`src/rtl/cm0_pmu_cdc_send_bus.sv`:
```
// Source-side CDC launch register for a WIDTH-bit word, handshaking with an
// unrelated receive domain in four-phase (MODE 0) or two-phase toggle (MODE 1) signalling.
module cm0_pmu_cdc_send_bus #(
    parameter int unsigned      WIDTH       = 8,
    parameter logic [WIDTH-1:0] RESET_VAL   = {WIDTH{1'b0}},
    parameter int unsigned      SYNC_STAGES = 2,
    parameter int unsigned      MODE        = 0
) (
    input  logic             REGCLK,
    input  logic             REGRESETn,
    input  logic             SENDVALID,
    input  logic [WIDTH-1:0] SENDDATA,
    output logic             SENDREADY,
    output logic [WIDTH-1:0] REGDO,
    output logic             REQ,
    input  logic             ACKASYNC,
    output logic             DONE,
    output logic             PROTERR
);

    localparam bit TOGGLE = (MODE != 0);

    typedef enum logic [1:0] {
        IDLE    = 2'd0,
        WAIT_HI = 2'd1,
        WAIT_LO = 2'd2,
        WAIT_TG = 2'd3
    } state_t;

    state_t                   state_q, state_d;
    logic                     req_q, req_d;
    logic                     done_q, done_d;
    logic                     proterr_q, proterr_d;
    logic [WIDTH-1:0]         regdo_q;
    logic [SYNC_STAGES-1:0]   ack_sync;
    logic                     ack_s;
    logic                     idle_lvl;
    logic                     ack_ok;
    logic                     ready;
    logic                     accept;

    // Acknowledge synchroniser; only its last stage is ever looked at.
    always_ff @(posedge REGCLK) begin
        if (!REGRESETn) begin
            ack_sync <= '0;
        end else begin
            ack_sync <= {ack_sync[SYNC_STAGES-2:0], ACKASYNC};
        end
    end

    assign ack_s = ack_sync[SYNC_STAGES-1];

    // In toggle mode the quiescent acknowledge level tracks REQ; in
    // return-to-zero mode both lines rest low between transfers.
    assign idle_lvl = TOGGLE ? req_q : 1'b0;
    assign ack_ok   = (ack_s == idle_lvl);

    always_comb begin
        state_d   = state_q;
        req_d     = req_q;
        done_d    = 1'b0;
        proterr_d = proterr_q;
        ready     = 1'b0;
        accept    = 1'b0;
        case (state_q)
            IDLE: begin
                // Hold off for the DONE cycle so completion and acceptance never coincide.
                ready  = ack_ok & ~done_q;
                accept = ready & SENDVALID;
                if (!ack_ok) begin
                    proterr_d = 1'b1;
                end
                if (accept) begin
                    if (TOGGLE) begin
                        req_d   = ~req_q;
                        state_d = WAIT_TG;
                    end else begin
                        req_d   = 1'b1;
                        state_d = WAIT_HI;
                    end
                end
            end
            WAIT_HI: begin
                if (ack_s) begin
                    req_d   = 1'b0;
                    state_d = WAIT_LO;
                end
            end
            WAIT_LO: begin
                if (!ack_s) begin
                    done_d  = 1'b1;
                    state_d = IDLE;
                end
            end
            WAIT_TG: begin
                if (ack_s == req_q) begin
                    done_d  = 1'b1;
                    state_d = IDLE;
                end
            end
            default: begin
                state_d = IDLE;
            end
        endcase
    end

    always_ff @(posedge REGCLK) begin
        if (!REGRESETn) begin
            state_q   <= IDLE;
            req_q     <= 1'b0;
            done_q    <= 1'b0;
            proterr_q <= 1'b0;
        end else begin
            state_q   <= state_d;
            req_q     <= req_d;
            done_q    <= done_d;
            proterr_q <= proterr_d;
        end
    end

    // Launch register: loads only on acceptance so the receiver never sees it move mid-handshake.
    always_ff @(posedge REGCLK) begin
        if (!REGRESETn) begin
            regdo_q <= RESET_VAL;
        end else if (accept) begin
            regdo_q <= SENDDATA;
        end
    end

    assign SENDREADY = ready;
    assign REGDO     = regdo_q;
    assign REQ       = req_q;
    assign DONE      = done_q;
    assign PROTERR   = proterr_q;

`ifdef ARM_ASSERT_ON
    a_send_known: assert property (@(posedge REGCLK) disable iff (!REGRESETn)
        SENDREADY |-> !$isunknown({SENDVALID, SENDDATA}));
    a_done_not_accept: assert property (@(posedge REGCLK) disable iff (!REGRESETn)
        !(DONE && accept));
`endif

endmodule

```
`config.mk`:
```
export PLATFORM = sky130hd
export DESIGN_NAME = cm0_pmu_cdc_send_bus
export DESIGN_NICKNAME = d
export VERILOG_FILES = /design/src/rtl/cm0_pmu_cdc_send_bus.sv
export SDC_FILE = /design/constraint.sdc
export NUM_CORES = 1
export LEC_CHECK = 0
export CORE_MARGIN = 2
export CORE_UTILIZATION = 41
export CTS_CLUSTER_SIZE = 8
export DETAILED_ROUTE_END_ITERATION = 8
export PLACE_DENSITY = 0.8
export SLEW_MARGIN = 20
export SYNTH_ARGS = -nofsm -noshare
export SYNTH_HDL_FRONTEND = slang
export SYNTH_SLANG_ARGS = --single-unit
```
`constraint.sdc`:
```
create_clock -name REGCLK -period 1.65 [get_ports REGCLK]
set_input_delay 0.33 -clock REGCLK [delete_from_list [all_inputs] [get_ports REGCLK]]
set_output_delay 0.33 -clock REGCLK [all_outputs]
set_load 0.01 [all_outputs]
```
==> summary.txt <==
Place
  – # port buffers: 23
  – Placed inst area: 897 µm²
  – Placed cells: 108
  – Setup WS pre-CTS: 115 ps
  – Gp weighted congestion: 0.706

CTS
  – CTS Root Cell: clkbuf_4
  – CTS max path bufs: 2
  – TritonCTS buffer count: 3
  – CTS Sinks: 15
  – CTS tree: yes
  – Clk slew on worst S/H paths: 90 ps
  – CTS H-tree depth: 1
  – Clock latency on the worst-skew pair: 280 ps

Timing
  – Clock Skew: 0.798 ps
  – Max Clk Rate: 630 MHz
  – Worst Max-Slew Pin Slew: 231 ps
  – Setup TNS after final layout: 0 ps
  – Fin crit share: 96.2%
  – Worst setup margin: 62.7 ps
  – Final setup fails: 0
  – Final slew viol count: 0
  – Slew margin rel.: 84.5%
  – Tmin final: 1590 ps
  – Fin Hold WS: 458 ps
  – Hold Violations, Final: 0
  – RSZ-0062 raised after global routing: false

Critical path
  – RR Endpoint: REGDO[2]
  – R2R setup slack: 340 ps
  – Crit path max-delay family: buffers and inverters
  – CP Data Required Time: 1320 ps
  – Worst Path Buf+Inv: 1
  – Peak fanout along the critical path: 3
  – Crit path DAT: 1260 ps
  – CP max stage cell: clkdlybuf4s50_1
  – R2R depth: 4
  – WS Path Type: register to output port
  – Startpoint types: register
  – Crit end category: output port
  – Slowest stage delay, CP: 560 ps
  – CP Cell Sequence: clkdlybuf4s50_1
  – RR Startpoint: state_q[0]

Hold path
  – HP Class: register to register
  – Worst Hold End: ack_sync[1]
  – Hold_sp: ack_sync[0]
  – WHS Path Cells: 1

Detailed routing
  – DR iter-0 viols: 11
  – Via density: 4.98
  – DR pass1 iterations: 4
  – Detailed-route via count: 558
  – WL per Instance: 11.8 µm
  – Drt total wl: 1.32 mm
  – Detail Route Antenna Nets: 0
  – Residual DRC: 0

Yosys
  – Most common cell in the netlist: nand2_1
  – Top cell type's share of synthesized area: 46.8%
  – Fraction of registers with async set/reset: 0%
  – Number of distinct library cells after synthesis: 24
  – Synth top area cells: dfxtp_1, mux2i_1, nand2_1
  – Synth warn: 0
  – Post-synth EDFFs: 0
  – Avg Cell Area, Syn: 9.58 µm²
  – Gate Count Post-Synth: 67
  – #FFs+latches synth: 15
  – Post-synth top area cell: dfxtp_1
  – Sequential area share after synthesis: 46.8%
  – Top_reg_cell synth: dfxtp_1
  – Syn Nets: 79
  – Post-synthesis instance area: 642 µm²
  – Leading cell types by count after synthesis: nand2_1, dfxtp_1, mux2i_1

Finish
  – Ant. Diodes: 0
  – Final net count: 109
  – Fin util: 62.0%
  – Post-Layout Inst Area: 923 µm²
  – Ratio of cells with drive above 1 in the final layout: 14.6%
  – Synth-to-Final Area Change: 43.9%
  – Final Instance Count excl. Fillers: 112

Power
  – Share of power burned in registers: 52.5%
  – P_sw: 0.188 mW
  – Cell Pwr Density: 822 nW/µm²
  – Sw Share: 24.8%
  – Gate power share: 19.8%
  – Clock power share: 27.7%
  – P_leak: 0.373 nW
  – Cell internal pwr: 0.570 mW
  – Total power: 0.759 mW
  – VDD IR-drop max: 0.438 mV

GRT
  – First-pass GRT wire length: 2.15 mm
  – Initial antenna violation count: 0
  – Largest net degree at the start of global routing: 12
  – Total grt overflow: 0
  – Vias in the first global route: 519
  – Total global-route track usage: 15.3%

Floorplan
  – I/O pins: 24
  – Die H: 43.6 µm
  – Initial core utilization: 43.1%
  – Total die area: 1900 µm²
  – Die width: 43.6 µm
  – Core footprint: 1490 µm²
  – Std-Cell Rows: 14

Status
  – Status: completed

Job
  – Number of max-cap violations: 0
[worst max-delay path by stage]
stage	cells after the start	slack (ps)	end	start
3_3_place_gp	2	150	SENDREADY	state_q[0]
5_1_grt	1	10	DONE	DONE
2_1_floorplan	5	350	REGDO[0]	state_q[1]
4_1_cts	1	40	REQ	REQ
3_5_place_dp	2	110	SENDREADY	state_q[0]
6_report	1	60	DONE	DONE
[cell usage in the layout (no fill, tap or decap), types with 2 or more instances in the layout]
cell and count:
clkdlybuf4s50_1 22, nand2_1 19, dfxtp_1 14, mux2i_1 8, buf_4 6, nor2_1 3
clkbuf_4 3, a21oi_1 2, and2_1 2
[per-layer routing]
| metal | part of all wire, % | global-route usage [%] |
|---|---|---|
| met5 | 0 | 0 |
| met3 | 4.7 | 3.75 |
| met1 | 44 | 16.8 |
| met2 | 51 | 25.9 |
| met4 | 0.68 | 9.70 |
[power by group through the flow]
stage / clock network, mW / logic, mW / registers (mW)
3_5_place_dp: 0 / 0.153 / 0.407
3_3_place_gp: 0 / 0.151 / 0.405
4_1_cts: 0.217 / 0.151 / 0.398
5_1_grt: 0.229 / 0.162 / 0.401
6_report: 0.210 / 0.150 / 0.398
2_1_floorplan: 0 / 0.0664 / 0.415
[registers in the layout, indices dropped and copies added (netlist names)]
name and flops:
REQ 1, PROTERR 1, DONE 1, REGDO 8, state_q 2, ack_sync 2
[cells by family (layout without fill, tap and decap cells)]
logic type / Yosys count / after routing / share of synthesized area (%)
simple gates: 31 / 31 / 25.3
flops: 15 / 15 / 46.8
mux: 8 / 8 / 12.5
compound gates: 7 / 7 / 7.21
buf+inv: 5 / 34 / 6.82
xor+xnor: 1 / 1 / 1.36
[what timing repair did]
action                     4_1_cts  5_1_grt
setup buffers                    0        0
pin swaps                        0        0
resized for setup                1        1
hold buffers                     0        0
cloned                           0        0
setup endpoints to repair        1        1
[final cells by class]
cell class | instances | area, µm²
multi-input combinational | 47 | 298
tap | 16 | 20.0
fill | 142 | 566
sequential | 15 | 302
inverter | 1 | 3.75
timing repair buffer | 29 | 274
clock buffer | 4 | 26.3
[worst reg2reg max path, stage by stage (launching register included)]
cell,delay (ps)
dfxtp_1,350
nor4_4,300
buf_4,160
and2_4,220
mux2i_1,210
Note: power is estimated with default switching activity, not from simulation.
